<file path="config.mk">
export PLATFORM = sky130hd
export DESIGN_NAME = bitserial_logic_seq
export DESIGN_NICKNAME = d
export VERILOG_FILES = /design/src/rtl/bitserial_logic_pkg.sv /design/src/rtl/bitserial_logic_seq_cell.sv /design/src/rtl/bitserial_logic_seq.sv
export SDC_FILE = /design/constraint.sdc
export NUM_CORES = 1
export LEC_CHECK = 0
export ABC_AREA = 1
export CAP_MARGIN = 15
export CELL_PAD_IN_SITES_DETAIL_PLACEMENT = 1
export CELL_PAD_IN_SITES_GLOBAL_PLACEMENT = 2
export CORE_ASPECT_RATIO = 1.2
export CORE_MARGIN = 2
export CORE_UTILIZATION = 31
export CTS_CLUSTER_SIZE = 16
export DETAILED_ROUTE_END_ITERATION = 8
export GPL_ROUTABILITY_DRIVEN = 0
export PLACE_DENSITY_LB_ADDON = 0.12
export SYNTH_ARGS = -nofsm -noshare
export SYNTH_HDL_FRONTEND = slang
export SYNTH_SLANG_ARGS = --single-unit
export TNS_END_PERCENT = 10
</file>
<file path="constraint.sdc">
create_clock -name clk -period 1.6 [get_ports clk]
set_input_delay 0.32 -clock clk [delete_from_list [all_inputs] [get_ports clk]]
set_output_delay 0.32 -clock clk [all_outputs]
set_load 0.01 [all_outputs]
</file>
<file path="src/rtl/bitserial_logic_pkg.sv">
// bitserial_logic_pkg: shared state encoding and 2-input function select codes
// for the bit-serial logic sequencer.
package bitserial_logic_pkg;

    typedef enum logic [1:0] {IDLE, RUN, DONE} state_e;

    localparam logic [3:0] OP_ZERO   = 4'b0000;
    localparam logic [3:0] OP_AND    = 4'b0001;
    localparam logic [3:0] OP_PASS_X = 4'b0011;
    localparam logic [3:0] OP_PASS_Y = 4'b0101;
    localparam logic [3:0] OP_XOR    = 4'b0110;
    localparam logic [3:0] OP_OR     = 4'b0111;
    localparam logic [3:0] OP_NOR    = 4'b1000;
    localparam logic [3:0] OP_XNOR   = 4'b1001;
    localparam logic [3:0] OP_NOT_Y  = 4'b1010;
    localparam logic [3:0] OP_NOT_X  = 4'b1100;
    localparam logic [3:0] OP_NAND   = 4'b1110;
    localparam logic [3:0] OP_ONE    = 4'b1111;

    // op is a truth table read MSB-first: z = op[3 - {x,y}], and 3 - n == ~n for 2 bits
    function automatic logic cell_eval(input logic [3:0] op, input logic x, input logic y);
        return op[~{x, y}];
    endfunction

endpackage

</file>
<file path="src/rtl/bitserial_logic_seq_cell.sv">
// logic_cell: combinational 1-bit cell computing any of the 16 two-input
// Boolean functions selected by op.
module logic_cell
    import bitserial_logic_pkg::*;
(
    input  logic [3:0] op,
    input  logic       x,
    input  logic       y,
    output logic       z
);

    assign z = cell_eval(op, x, y);

endmodule

</file>
<file path="src/rtl/bitserial_logic_seq.sv">
// bitserial_logic_seq: streams two WIDTH-bit operands LSB-first through one
// shared logic_cell, producing a WIDTH-bit result after WIDTH+1 cycles.
module bitserial_logic_seq
    import bitserial_logic_pkg::*;
#(
    parameter  int WIDTH = 8,
    localparam int CNT_W = $clog2(WIDTH)
) (
    input  logic             clk,
    input  logic             rst_n,
    input  logic             start,
    input  logic [3:0]       op,
    input  logic [WIDTH-1:0] a,
    input  logic [WIDTH-1:0] b,
    input  logic             abort,
    output logic             busy,
    output logic             done,
    output logic [WIDTH-1:0] result,
    output logic             zero
);

    state_e           state_q;
    logic [3:0]       op_q;
    logic [WIDTH-1:0] sa_q, sb_q, acc_q, acc_d, result_q;
    logic [CNT_W-1:0] cnt_q;
    logic             zero_q, cell_z, last;

    logic_cell u_cell (
        .op (op_q),
        .x  (sa_q[0]),
        .y  (sb_q[0]),
        .z  (cell_z)
    );

    assign acc_d = {cell_z, acc_q[WIDTH-1:1]};
    assign last  = cnt_q == CNT_W'(WIDTH - 1);

    always_ff @(posedge clk or negedge rst_n) begin
        if (!rst_n) begin
            state_q  <= IDLE;
            op_q     <= '0;
            sa_q     <= '0;
            sb_q     <= '0;
            acc_q    <= '0;
            cnt_q    <= '0;
            result_q <= '0;
            zero_q   <= 1'b1;
        end else begin
            case (state_q)
                IDLE: if (start) begin
                    op_q    <= op;
                    sa_q    <= a;
                    sb_q    <= b;
                    acc_q   <= '0;
                    cnt_q   <= '0;
                    state_q <= RUN;
                end
                RUN: if (abort) begin
                    state_q <= IDLE;
                end else begin
                    acc_q <= acc_d;
                    sa_q  <= sa_q >> 1;
                    sb_q  <= sb_q >> 1;
                    // hold on the final bit so the counter never wraps
                    cnt_q <= last ? cnt_q : cnt_q + 1'b1;
                    if (last) begin
                        state_q  <= DONE;
                        result_q <= acc_d;
                        zero_q   <= acc_d == '0;
                    end
                end
                DONE:    state_q <= IDLE;
                default: state_q <= IDLE;
            endcase
        end
    end

    assign busy   = state_q != IDLE;
    assign done   = state_q == DONE;
    assign result = result_q;
    assign zero   = zero_q;

endmodule

</file>
* Word-level counts from Yosys, hierarchy flattened
Cells that the tools add are included.
** Operators by class
- Magnitude comparators :: 1
- Add/subtract/negate cells :: 1
- Reductions and logical operators :: 9
- Multiplexer cells :: 19
- Bitwise operators :: 2
- Equal/unequal tests :: 7
** Operators by type and width (count)
- $mux 8 :: 6
- $pmux 8 s2 :: 3
- $mux 3 :: 3
- $logic_not 8->1 :: 1
- $mux 2 :: 3
- $ne 2x2->1 const B :: 3
- $pmux 3 s2 :: 1
- $reduce_and 3->1 :: 2
- $pmux 2 s2 :: 1
- $reduce_and 2->1 :: 2
- $reduce_and 4->1 :: 1
- $reduce_bool 2->1 :: 2
- $add 3x1->3 const B :: 1
- $eq 3x3->1 const B :: 1
- $lt 2x3->1 const B :: 1
- $ne 3x3->1 const B :: 1
- $bmux 1 s2 :: 1
- $eq 2x1->1 const B :: 1
- $eq 2x2->1 const B :: 1
- $logic_not 2->1 :: 1
- $not 2->2 :: 1
- $mux 1 :: 1
- $not 1->1 :: 1
** Storage, ports and cells
- Bits of input ports :: 24
- Logic and storage cells :: 47
- Bits in registers :: 42

* Logic depth before layout (Yosys ltp)
- Depth in word-level cells :: 5
- Mapped depth :: 8
- Depth with buffers taken out :: 7

* By module
A second synthesis with hierarchy kept.
** Unflattened totals
- Cells, all modules :: 260
- Area, all modules :: 1983.2 um^2
** By module, submodules not included
- bitserial_logic_seq :: instances 1, area each 1931.9 um^2, cells an instance 247
- logic_cell :: instances 1, area each 51.3 um^2, cells an instance 13

* Worst setup path after synthesis
No wires, ideal clock.
- Path kind :: reg-to-reg
- Start point :: reg cnt_q[0]
- End point :: reg result_q[4] (netlist: result[4])
- Setup time :: 0.127 ns
- Setup slack :: 0.349 ns
- Cell stages (with the launch flop) :: 6
- Buffers on the path :: 1
- Arrival time :: 1.124 ns
- Clock period less this slack :: 1.251 ns
- Required time :: 1.473 ns
- Cell sequence :: dfrtp_1 -> ha_1 -> ha_1 -> nand2_2 -> buf_2 -> o21ai_0
** On the way
- Word-level cells in the longest chain between the ends :: 2
** RTL lines
- from (decl) :: RTL line bitserial_logic_seq.sv:25 : logic [CNT_W-1:0] cnt_q;
- from (signal assigned) :: RTL line bitserial_logic_seq.sv:65 : cnt_q <= last ? cnt_q : cnt_q + 1'b1;
- $eq 3x3->1 :: RTL line bitserial_logic_seq.sv:36 : assign last = cnt_q == CNT_W'(WIDTH - 1);
- $reduce_and 3->1 (no line)
- to (signal assigned) :: RTL line bitserial_logic_seq.sv:46 : result_q <= '0;
- to (signal assigned) :: RTL line bitserial_logic_seq.sv:68 : result_q <= acc_d;
- to (decl) :: RTL line bitserial_logic_seq.sv:24 : logic [WIDTH-1:0] sa_q, sb_q, acc_q, acc_d, result_q;
Every way passes these cells.
A chain may end at the register's enable or synchronous reset.

* Final worst setup path
- Start point :: reg result_q[2] (netlist: result[2])
- End point :: out result[2]
** RTL lines
- to (decl) :: RTL line bitserial_logic_seq.sv:18 : output logic [WIDTH-1:0] result,
No word-level cell between the ends.

==> flow_summary.ini <==
[run_status]
outcome = finished clean

[clocking]
clkSinkCount = 41
cts_tree = done
root_buffer = clkbuf_8
cts-htree-levels = 2
clock_latency_ps = 300
cts.clk_slew.worst_paths_ps = 90
cts_buffers = 5
cts_buffer_depth = 2

[timing]
rsz0062_at_grt = false
tns_ps = 0
finalSetupViolCount = 0
layout_worst_path_cycle_share_pct = 96.3
min_period_ps = 1540
worst_clock_skew_ps = 10.3
worst_pin_slew_ps = 260
max_freq_mhz = 649
relSlewSlack_pct = 82.6
hold_violations = 0
drv_slew = 0
whs_ps = 478

[synth]
yosysTopAreaCellShare_pct = 53.3
yosysUniqueCellTypes = 21
yosys.area_share.simple_pct = 17.3
synthMuxAreaShare_pct = 0
synth_compound_area_share_pct = 15.5
synth-seq-cells = 41
yosys_warnings = 0
synth_area_leaders = dfrtp_1 (53%), nand2_1 (12%), o21ai_0 (8.3%), inv_1 (6.4%), o21ai_2 (4.7%)
yosys.area.top_type = dfrtp_1
synth_top_family_by_area = simple AND/OR/NAND/NOR gates
syn_area_um2 = 1880
avgSynthCellArea_um2 = 8.85
synth_adder_area_share_pct = 1.33
synth_xor_area_share_pct = 0
synth_nets = 238
yosysSeqAreaShare_pct = 54.7
synthCells = 212

[place]
port_buffers = 34
dp.cells = 326
place_area_um2 = 2310
hpwl_mm = 2.78

[layout]
syn_to_final_growth_pct = 30.2
mostFrequentLayoutCells = nand2_1 (58), dfrtp_1 (40), inv_1 (32)
drive_gt1_share_pct = 13.4
layout.nets = 279
final_common_cell = nand2_1
final_cell_count_no_fill = 336
fin_area_um2 = 2440
num_antenna_cells = 0

[global_route]
grt_pass1_wl_mm = 6.65
grt_usage_pct = 13.0
first_global_vias = 1467
grt_max_degree = 42
globalRoute.totalOverflow = 0
antenna_found_initial = 0

[worst_setup_path]
crit_buf_inv = 1
cp_data_arrival_time_ps = 1220
cp-end-kind = output pin
max_stage_delay_ps = 540
crit_family = buffers and inverters
slowest_stage = clkdlybuf4s50_1
required_ps = 1280
cp_max_fo = 2
critPathKind = register to output pin
crit_chain = clkdlybuf4s50_1
worstSetupStartpointType = register

[die]
die_w_um = 75.0
dieArea_um2 = 6700
rows = 31
start_util_pct = 31.6
ioPinCount = 35
coreArea_um2 = 5930
die_h_um = 89.2

[run]
drv_cap = 0

[power]
p_leak_nw = 1.17
power_density_nw_per_um2 = 1170
vdd_drop_max_mv = 0.444

[route]
avgViaCountPerCell = 4.32
first_pass_iters = 4
wl_per_cell_um = 11.7
antenna_left = 0
drt-initial-drc-count = 42
drcViolationCount = 0
routed_wl_mm = 3.94
dr_total_vias = 1450

[worst_hold_path]
hp-class = register to register
==> state kept, by name, indices dropped and copies added, names as in the netlist <==
name and cells:
result 8, sa_q 8, sb_q 8, acc_q 7
op_q 4, cnt_q 3, state_q 2, zero 1
==> layout make-up <==
class / instances / area, um^2
fillers: 705 / 3490
flip-flops and latches: 41 / 1030
inverters: 33 / 124
repair buffers: 44 / 434
clock buffers: 5 / 68.8
well taps: 82 / 103
multi-input cells: 128 / 641
clock inverters: 3 / 46.3
==> power breakdown <==
part           switching [W]  leakage, nW  total [W]  internal, W
logic               0.000406        0.576   0.000705     0.000299
registers          0.0000800        0.536    0.00131      0.00123
clock network       0.000384       0.0543   0.000851     0.000467
==> Yosys cell counts <==
| master | instances |
|---|---|
| ha_1 | 2 |
| inv_2 | 1 |
| dfstp_2 | 1 |
| o22ai_1 | 6 |
| nor2_1 | 5 |
| inv_1 | 32 |
| buf_8 | 1 |
| buf_2 | 4 |
| o21ai_1 | 2 |
| clkbuf_1 | 2 |
| nand3_2 | 1 |
| dfrtp_1 | 40 |
| nand2_1 | 58 |
| nand2_4 | 1 |
| buf_6 | 2 |
| buf_12 | 1 |
| nand3b_2 | 1 |
| nand2_2 | 1 |
| o21ai_2 | 10 |
| nand3_1 | 10 |
| o21ai_0 | 31 |
==> what timing repair did <==
| item | 4_1_cts | 5_1_grt |
|---|---|---|
| hold buffers | 1 | 0 |
| setup endpoints to repair | 3 | 0 |
| resized for setup | 3 | 0 |
| buffers inserted | 1 | 0 |
| endpoints found under the hold margin | 32 | 0 |
==> cells by family after synthesis <==
logic type	count (synthesis)
and+or+nand+nor	77
AOI/OAI and AO/OA	49
buffers and inverters	43
DFF	41
adders and majority gates	2
==> per-layer routing <==
metal	share of wire (%)	GRT usage, %	vias up
met2	45	21.1	26
met5	0	0	-
met3	4.0	2.82	5
met4	1.7	4.87	0
li1	-	-	745
met1	49	17.1	674
==> final timing paths <==
check / startpoint / to / slack, ps / depth (start not counted)
max: result[2]$_DFFE_PN0P_ / result[2] / 60 / 1
min: zero$_DFFE_PN1P_ / zero$_DFFE_PN1P_ / 480 / 2
max reg2reg: cnt_q[0]$_DFFE_PN0P_ / cnt_q[0]$_DFFE_PN0P_ / 270 / 7
min reg2reg: zero$_DFFE_PN1P_ / zero$_DFFE_PN1P_ / 480 / 2
max in group asynchronous: rst_n / zero$_DFFE_PN1P_ / 820 / 3
min in group asynchronous: rst_n / sb_q[4]$_DFFE_PN0P_ / 520 / 3
==> per-stage QoR <==
| stage | power [W] | utilization (%) | setup WS [ps] |
|---|---|---|---|
| after global routing | 0.00308 | 41.2 | 23.2 |
| after floorplan | 0.00182 | - | 349 |
| after CTS | 0.00293 | 41.2 | 45.3 |
| after detailed placement | 0.00205 | 39.0 | 23.7 |
| after global placement | 0.00204 | 39.0 | 65.3 |
| final | 0.00287 | 41.2 | 58.7 |
(Power assumes the default switching activity.)
